### src/rtl/ristretto_clint.sv
// ristretto_clint: MSIP, prescaled 64-bit mtime/mtimecmp timer and a synchronized level/edge external
// interrupt gateway, exposed as a word-addressed register slave feeding the trap control unit.
module ristretto_clint #(
    parameter int DataWidth      = 32,
    parameter int AddrWidth      = 32,
    parameter int PrescalerWidth = 8,
    parameter int ExtSyncStages  = 2
) (
    input  logic                 clk_i,
    input  logic                 rst_i,
    input  logic                 clint_req_i,
    input  logic                 clint_we_i,
    input  logic [AddrWidth-1:0] clint_addr_i,
    input  logic [DataWidth-1:0] clint_wdata_i,
    output logic                 clint_gnt_o,
    output logic                 clint_rvalid_o,
    output logic [DataWidth-1:0] clint_rdata_o,
    output logic                 clint_err_o,
    input  logic                 ext_irq_i,
    input  logic [1:0]           clint_trap_detected_i,
    input  logic [4:0]           clint_mcause_i,
    output logic                 clint_sw_intr_o,
    output logic                 clint_tim_intr_o,
    output logic                 clint_ext_intr_o
);
    logic [2:0]                off;
    logic                      acc_err, wr;
    logic                      wr_msip, wr_cfg, wr_psc, wr_mlo, wr_mhi, wr_clo, wr_chi;
    logic                      msip_q, msip_d, mode_q, mode_d, pend_q, pend_d;
    logic [PrescalerWidth-1:0] psc_q, psc_d, cnt_q, cnt_d;
    logic [63:0]               mtime_q, mtime_d, mtimecmp_q, mtimecmp_d;
    logic                      tim_q;
    logic [ExtSyncStages-1:0]  sync_q;
    logic                      sync, sync_dly_q, claim, pend_set, pend_clr, psc_hit;
    logic                      rvalid_q, err_q;
    logic [DataWidth-1:0]      rd, rdata_q, rdata_d;
    logic                      unused_addr;

    assign off         = clint_addr_i[4:2];
    assign acc_err     = (clint_addr_i[1:0] != 2'b00) || (off == 3'd3);
    assign wr          = clint_req_i && clint_we_i && !acc_err;
    assign wr_msip     = wr && (off == 3'd0);
    assign wr_cfg      = wr && (off == 3'd1);
    assign wr_psc      = wr && (off == 3'd2);
    assign wr_mlo      = wr && (off == 3'd4);
    assign wr_mhi      = wr && (off == 3'd5);
    assign wr_clo      = wr && (off == 3'd6);
    assign wr_chi      = wr && (off == 3'd7);
    assign unused_addr = ^clint_addr_i[AddrWidth-1:5];

    assign sync     = sync_q[ExtSyncStages-1];
    assign claim    = (clint_trap_detected_i == 2'b01) && (clint_mcause_i == 5'd11);
    assign pend_set = mode_q && sync && !sync_dly_q;
    assign pend_clr = claim || (wr_cfg && clint_wdata_i[1]);
    assign psc_hit  = (cnt_q == psc_q);

    always_comb begin
        msip_d     = wr_msip ? clint_wdata_i[0] : msip_q;
        mode_d     = wr_cfg ? clint_wdata_i[0] : mode_q;
        // level mode forces the latch low, so leaving edge mode also drops it
        pend_d     = !mode_d ? 1'b0 : pend_set ? 1'b1 : pend_clr ? 1'b0 : pend_q;
        psc_d      = wr_psc ? clint_wdata_i[PrescalerWidth-1:0] : psc_q;
        cnt_d      = (wr_mlo || wr_mhi || psc_hit) ? '0 : cnt_q + PrescalerWidth'(1);
        mtime_d    = wr_mlo ? {mtime_q[63:32], clint_wdata_i} :
                     wr_mhi ? {clint_wdata_i, mtime_q[31:0]} :
                     psc_hit ? mtime_q + 64'd1 : mtime_q;
        mtimecmp_d = wr_clo ? {mtimecmp_q[63:32], clint_wdata_i} :
                     wr_chi ? {clint_wdata_i, mtimecmp_q[31:0]} : mtimecmp_q;
        rd = '0;
        case (off)
            3'd0:    rd = DataWidth'(msip_q);
            3'd1:    rd = DataWidth'({pend_q, mode_q});
            3'd2:    rd = DataWidth'(psc_q);
            3'd4:    rd = mtime_q[31:0];
            3'd5:    rd = mtime_q[63:32];
            3'd6:    rd = mtimecmp_q[31:0];
            3'd7:    rd = mtimecmp_q[63:32];
            default: rd = '0;
        endcase
        rdata_d = (clint_req_i && !clint_we_i && !acc_err) ? rd : '0;
    end

    always_ff @(posedge clk_i or posedge rst_i) begin
        if (rst_i) begin
            msip_q     <= 1'b0;
            mode_q     <= 1'b0;
            pend_q     <= 1'b0;
            psc_q      <= '0;
            cnt_q      <= '0;
            mtime_q    <= '0;
            mtimecmp_q <= '1;
            tim_q      <= 1'b0;
            sync_q     <= '0;
            sync_dly_q <= 1'b0;
            rvalid_q   <= 1'b0;
            err_q      <= 1'b0;
            rdata_q    <= '0;
        end else begin
            msip_q     <= msip_d;
            mode_q     <= mode_d;
            pend_q     <= pend_d;
            psc_q      <= psc_d;
            cnt_q      <= cnt_d;
            mtime_q    <= mtime_d;
            mtimecmp_q <= mtimecmp_d;
            tim_q      <= (mtime_q >= mtimecmp_q);
            sync_q     <= {sync_q[ExtSyncStages-2:0], ext_irq_i};
            sync_dly_q <= sync;
            rvalid_q   <= clint_req_i;
            err_q      <= clint_req_i && acc_err;
            rdata_q    <= rdata_d;
        end
    end

    assign clint_gnt_o      = clint_req_i;
    assign clint_rvalid_o   = rvalid_q;
    assign clint_rdata_o    = rdata_q;
    assign clint_err_o      = err_q;
    assign clint_sw_intr_o  = msip_q;
    assign clint_tim_intr_o = tim_q;
    assign clint_ext_intr_o = mode_q ? pend_q : sync;
endmodule

### config.mk
export PLATFORM = sky130hd
export DESIGN_NAME = ristretto_clint
export DESIGN_NICKNAME = d
export VERILOG_FILES = /design/src/rtl/ristretto_clint.sv
export SDC_FILE = /design/constraint.sdc
export NUM_CORES = 1
export LEC_CHECK = 0
export ABC_AREA = 1
export CELL_PAD_IN_SITES_DETAIL_PLACEMENT = 1
export CELL_PAD_IN_SITES_GLOBAL_PLACEMENT = 1
export CORE_ASPECT_RATIO = 0.9
export CORE_MARGIN = 3
export CORE_UTILIZATION = 38
export CTS_CLUSTER_DIAMETER = 150
export DETAILED_ROUTE_END_ITERATION = 8
export PLACE_DENSITY_LB_ADDON = 0.1
export SLEW_MARGIN = 10
export SYNTH_ARGS = -nofsm -noshare
export SYNTH_HDL_FRONTEND = slang
export SYNTH_SLANG_ARGS = --single-unit
### constraint.sdc
create_clock -name clk_i -period 5.6 [get_ports clk_i]
set_clock_uncertainty 0.1 [all_clocks]
set_input_delay 0.84 -clock clk_i [delete_from_list [all_inputs] [get_ports clk_i]]
set_output_delay 0.84 -clock clk_i [all_outputs]
set_load 0.1 [all_outputs]
==> impl_metrics.env <==
export IMPL_worst_skew_pair_late_latency_ps=450
export IMPL_wl_per_cell_um=19.9
export IMPL_rsz0062_at_grt="no"
export IMPL_power_density_nw_per_um2=347
export IMPL_die_area_um2=34000
export IMPL_max_stage_delay_ps=760
export IMPL_finalMaxSlewViolations=0
export IMPL_cts_tree="done"
export IMPL_die_w_um=194
export IMPL_tightest_slew_ps=1250
export IMPL_maxCapViolCount=0
export IMPL_cts_path_max_buffers=2
export IMPL_cts_buffers=17
export IMPL_vias_per_cell=5.30
export IMPL_post_route_drc_count=0
export IMPL_postLayoutCoreUtil=0.447
export IMPL_synth_cell_types=42
export IMPL_groute_usage_overall=0.264
export IMPL_synth_cells=1733
export IMPL_synth_fa_ha_area_frac=0.0684
export IMPL_layout_drive_gt1_share=0.0785
export IMPL_drt_initial_drc_count=642
export IMPL_routed_wl_mm=44.0
export IMPL_dp_final_hpwl_mm=33.6
export IMPL_clkTransAtPathRegs_ps=70
export IMPL_ys_flop_type="dfrtp_1"
export IMPL_fin_crit_ps=3520
export IMPL_fin_crit_sh=0.629
export IMPL_yosysWarnings=0
export IMPL_r2r_end="mtime_q[42]"
export IMPL_reg2reg_from="mtime_q[1]"
export IMPL_top_level_ports=114
export IMPL_initial_core_util=0.388
export IMPL_overflow=0
export IMPL_critPathBufInv=2
export IMPL_synth_edf_count=0
export IMPL_die_h_um=175
export IMPL_place_gp_congestion=0.940
export IMPL_ant_nets=0
export IMPL_synthArstFlopShare=1.00
export IMPL_layout_nets=1938
export IMPL_reg2reg_depth=12
export IMPL_crit_required_ps=5820
export IMPL_cp_slowest_cell="clkdlybuf4s50_1"
export IMPL_cts_htree_levels=4
export IMPL_layout_commonest_cell="nand2_1"
export IMPL_grt_antenna_before_repair=1
export IMPL_rrSetupSlack_ps=2860
export IMPL_core_area_um2=31100
export IMPL_muxShareOfSynthArea=0.00373
export IMPL_fmax_mhz=284
export IMPL_synth_compound_area_share=0.101
export IMPL_tns_ps=0
export IMPL_ys_seq_elements=185
export IMPL_hold_ws_ps=258
export IMPL_dr_pass1_iters=5
export IMPL_crit_end="mtime_q[18]"
export IMPL_synth_nets=1875
export IMPL_cpMostUsedCell="nand2_2"
export IMPL_ir_drop_mv=0.185
export IMPL_grt_pass1_wl_mm=69.8
export IMPL_synth_top_family_by_area="simple AND/OR/NAND/NOR gates"
export IMPL_grt_pass1_vias=12200
export IMPL_timing_slew_headroom=0.168
export IMPL_path_delay_family="simple AND/OR/NAND/NOR gates"
export IMPL_area_growth_pct=15.1
export IMPL_totalPowerFinal_mw=4.83
export IMPL_critical_path_class="input port to flop"
export IMPL_cts_hold_buffers_added=0
export IMPL_startpoint_type="input port"
export IMPL_layout_common_cells="638 x nand2_1, 216 x nor2_1, 165 x inv_1, 121 x dfrtp_1, 113 x nand3_1"
export IMPL_numPortBuffers=86
export IMPL_path_max_fanout=28
export IMPL_cts_resized_gates=0
export IMPL_cp_arrival_ps=3740
export IMPL_post_cts_buffers=0
export IMPL_setup_viol=0
export IMPL_antenna_cells=0
export IMPL_rows=61
export IMPL_fill_cells=4023
export IMPL_p_leak_nw=6.81
export IMPL_hold_class="flop to flop"
export IMPL_numClockSinks=185
export IMPL_avgSynthCellArea_um2=6.97
export IMPL_grt_max_degree=109
export IMPL_synth_seq_area_share=0.390
export IMPL_crit_cells=10
export IMPL_synth_xor_area_frac=0.0174
export IMPL_synth_area_um2=12100
export IMPL_status="finished, final reports clean"
export IMPL_crit_chain="clkdlybuf4s50_1 > nand2_2 > o21ai_2 > nor2_4 > nand2_2 > nand3_2 > nand2_4 > inv_2 > nand2_1 > nand3_1"
export IMPL_synthSimpleGateAreaFrac=0.341
export IMPL_cts_root_buf="clkbuf_16"
export IMPL_cp_startpoint="clint_addr_i[2]"
export IMPL_timing_hold_violations_final=0
export IMPL_vias=11800
export IMPL_end_kind="flop"
==> state kept, by name, indices dropped and copies added, names as in the netlist <==
register and flops:
mtime_q 64, clint_tim_intr_o 1, clint_rvalid_o 1, pend_q 1
clint_sw_intr_o 1, sync_q 2, psc_q 8, clint_err_o 1
sync_dly_q 1, clint_rdata_o 32, cnt_q 8, mode_q 1
mtimecmp_q 64
==> metrics by stage <==
stage	cells	worst slack (ps)	instance area (µm²)
6_report	2218	2080	13900
5_1_grt	2218	1850	13900
4_1_cts	2218	2130	13900
3_5_place_dp	2186	1670	13300
3_3_place_gp	2186	1750	13300
2_1_floorplan	1733	2330	12100
==> synthesized netlist by cell type, types with 5 or more instances <==
| master | instances | area share |
|---|---|---|
| nand2_1 | 638 | 0.20 |
| nor2_1 | 217 | 0.067 |
| inv_1 | 166 | 0.052 |
| dfrtp_1 | 121 | 0.25 |
| nand3_1 | 113 | 0.047 |
| o21ai_0 | 74 | 0.031 |
| ha_1 | 66 | 0.068 |
| dfstp_2 | 64 | 0.14 |
| a21oi_1 | 48 | 0.020 |
| a22oi_1 | 30 | 0.019 |
| a31oi_1 | 24 | 0.012 |
| buf_2 | 21 | 0.0087 |
| o21ai_1 | 19 | 0.0079 |
| clkbuf_1 | 18 | 0.0056 |
| xor2_1 | 13 | 0.0094 |
| xnor2_1 | 11 | 0.0080 |
| inv_2 | 9 | 0.0028 |
| nand4_1 | 8 | 0.0041 |
| nor3_1 | 8 | 0.0033 |
| a41oi_1 | 7 | 0.0051 |
| buf_4 | 6 | 0.0037 |
| buf_6 | 5 | 0.0047 |
| nand2_4 | 5 | 0.0047 |
| or2_2 | 5 | 0.0026 |
==> cells by family (layout without fill, tap and decap cells) <==
kind of cell / after synthesis / in the layout
xor gates and xnor gates: 24 / 24
and+or+nand+nor: 1014 / 1014
AOI/OAI and AO/OA: 212 / 212
muxes: 4 / 4
DFF: 185 / 185
adders and majority gates: 66 / 66
buffers and inverters: 228 / 304
==> metal layers <==
layer,track usage,routed length (µm)
met5,0,0
met1,0.376,21400
met3,0.0388,1860
met4,0.0491,469
met2,0.433,20300
==> worst reg2reg max path, cell delays in order, from the launching register on <==
cell,delay [ps]
dfrtp_1,490
ha_1,330
inv_1,110
nor2_1,170
nand2_1,190
nor2_1,260
nand2_1,280
inv_1,240
nand2_1,160
nand2_1,120
nand2_1,70
nand2_1,90
nand2_1,50
==> where the power goes <==
part           leakage [nW]  internal (mW)  switching [mW]  total (mW)
clock                 0.297          0.774           0.565        1.34
sequential             2.17           1.65           0.354        2.00
combinational          4.34          0.534           0.953        1.49
==> worst min-delay path by stage <==
| stage | cells after the start | end | startpoint | slack (ps) |
|---|---|---|---|---|
| 4_1_cts | 0 | sync_q[1] | sync_q[0] | 260 |
| 2_1_floorplan | 0 | sync_q[1] | sync_q[0] | 230 |
| 6_report | 0 | sync_q[1] | sync_q[0] | 260 |
| 3_3_place_gp | 0 | sync_q[1] | sync_q[0] | 230 |
| 5_1_grt | 0 | sync_q[1] | sync_q[0] | 270 |
| 3_5_place_dp | 0 | sync_q[1] | sync_q[0] | 240 |
==> final cells by class <==
class | count | area (µm²) | share of cell area
clock buffers | 22 | 464 | 0.0334
clock inverters | 10 | 165 | 0.0119
inverters | 175 | 661 | 0.0475
multi-input cells | 1320 | 6440 | 0.463
flip-flops and latches | 185 | 4710 | 0.339
well taps | 409 | 512 | 0.0368
repair buffers | 97 | 956 | 0.0687
No activity file was read; power rests on OpenSTA's default activity.
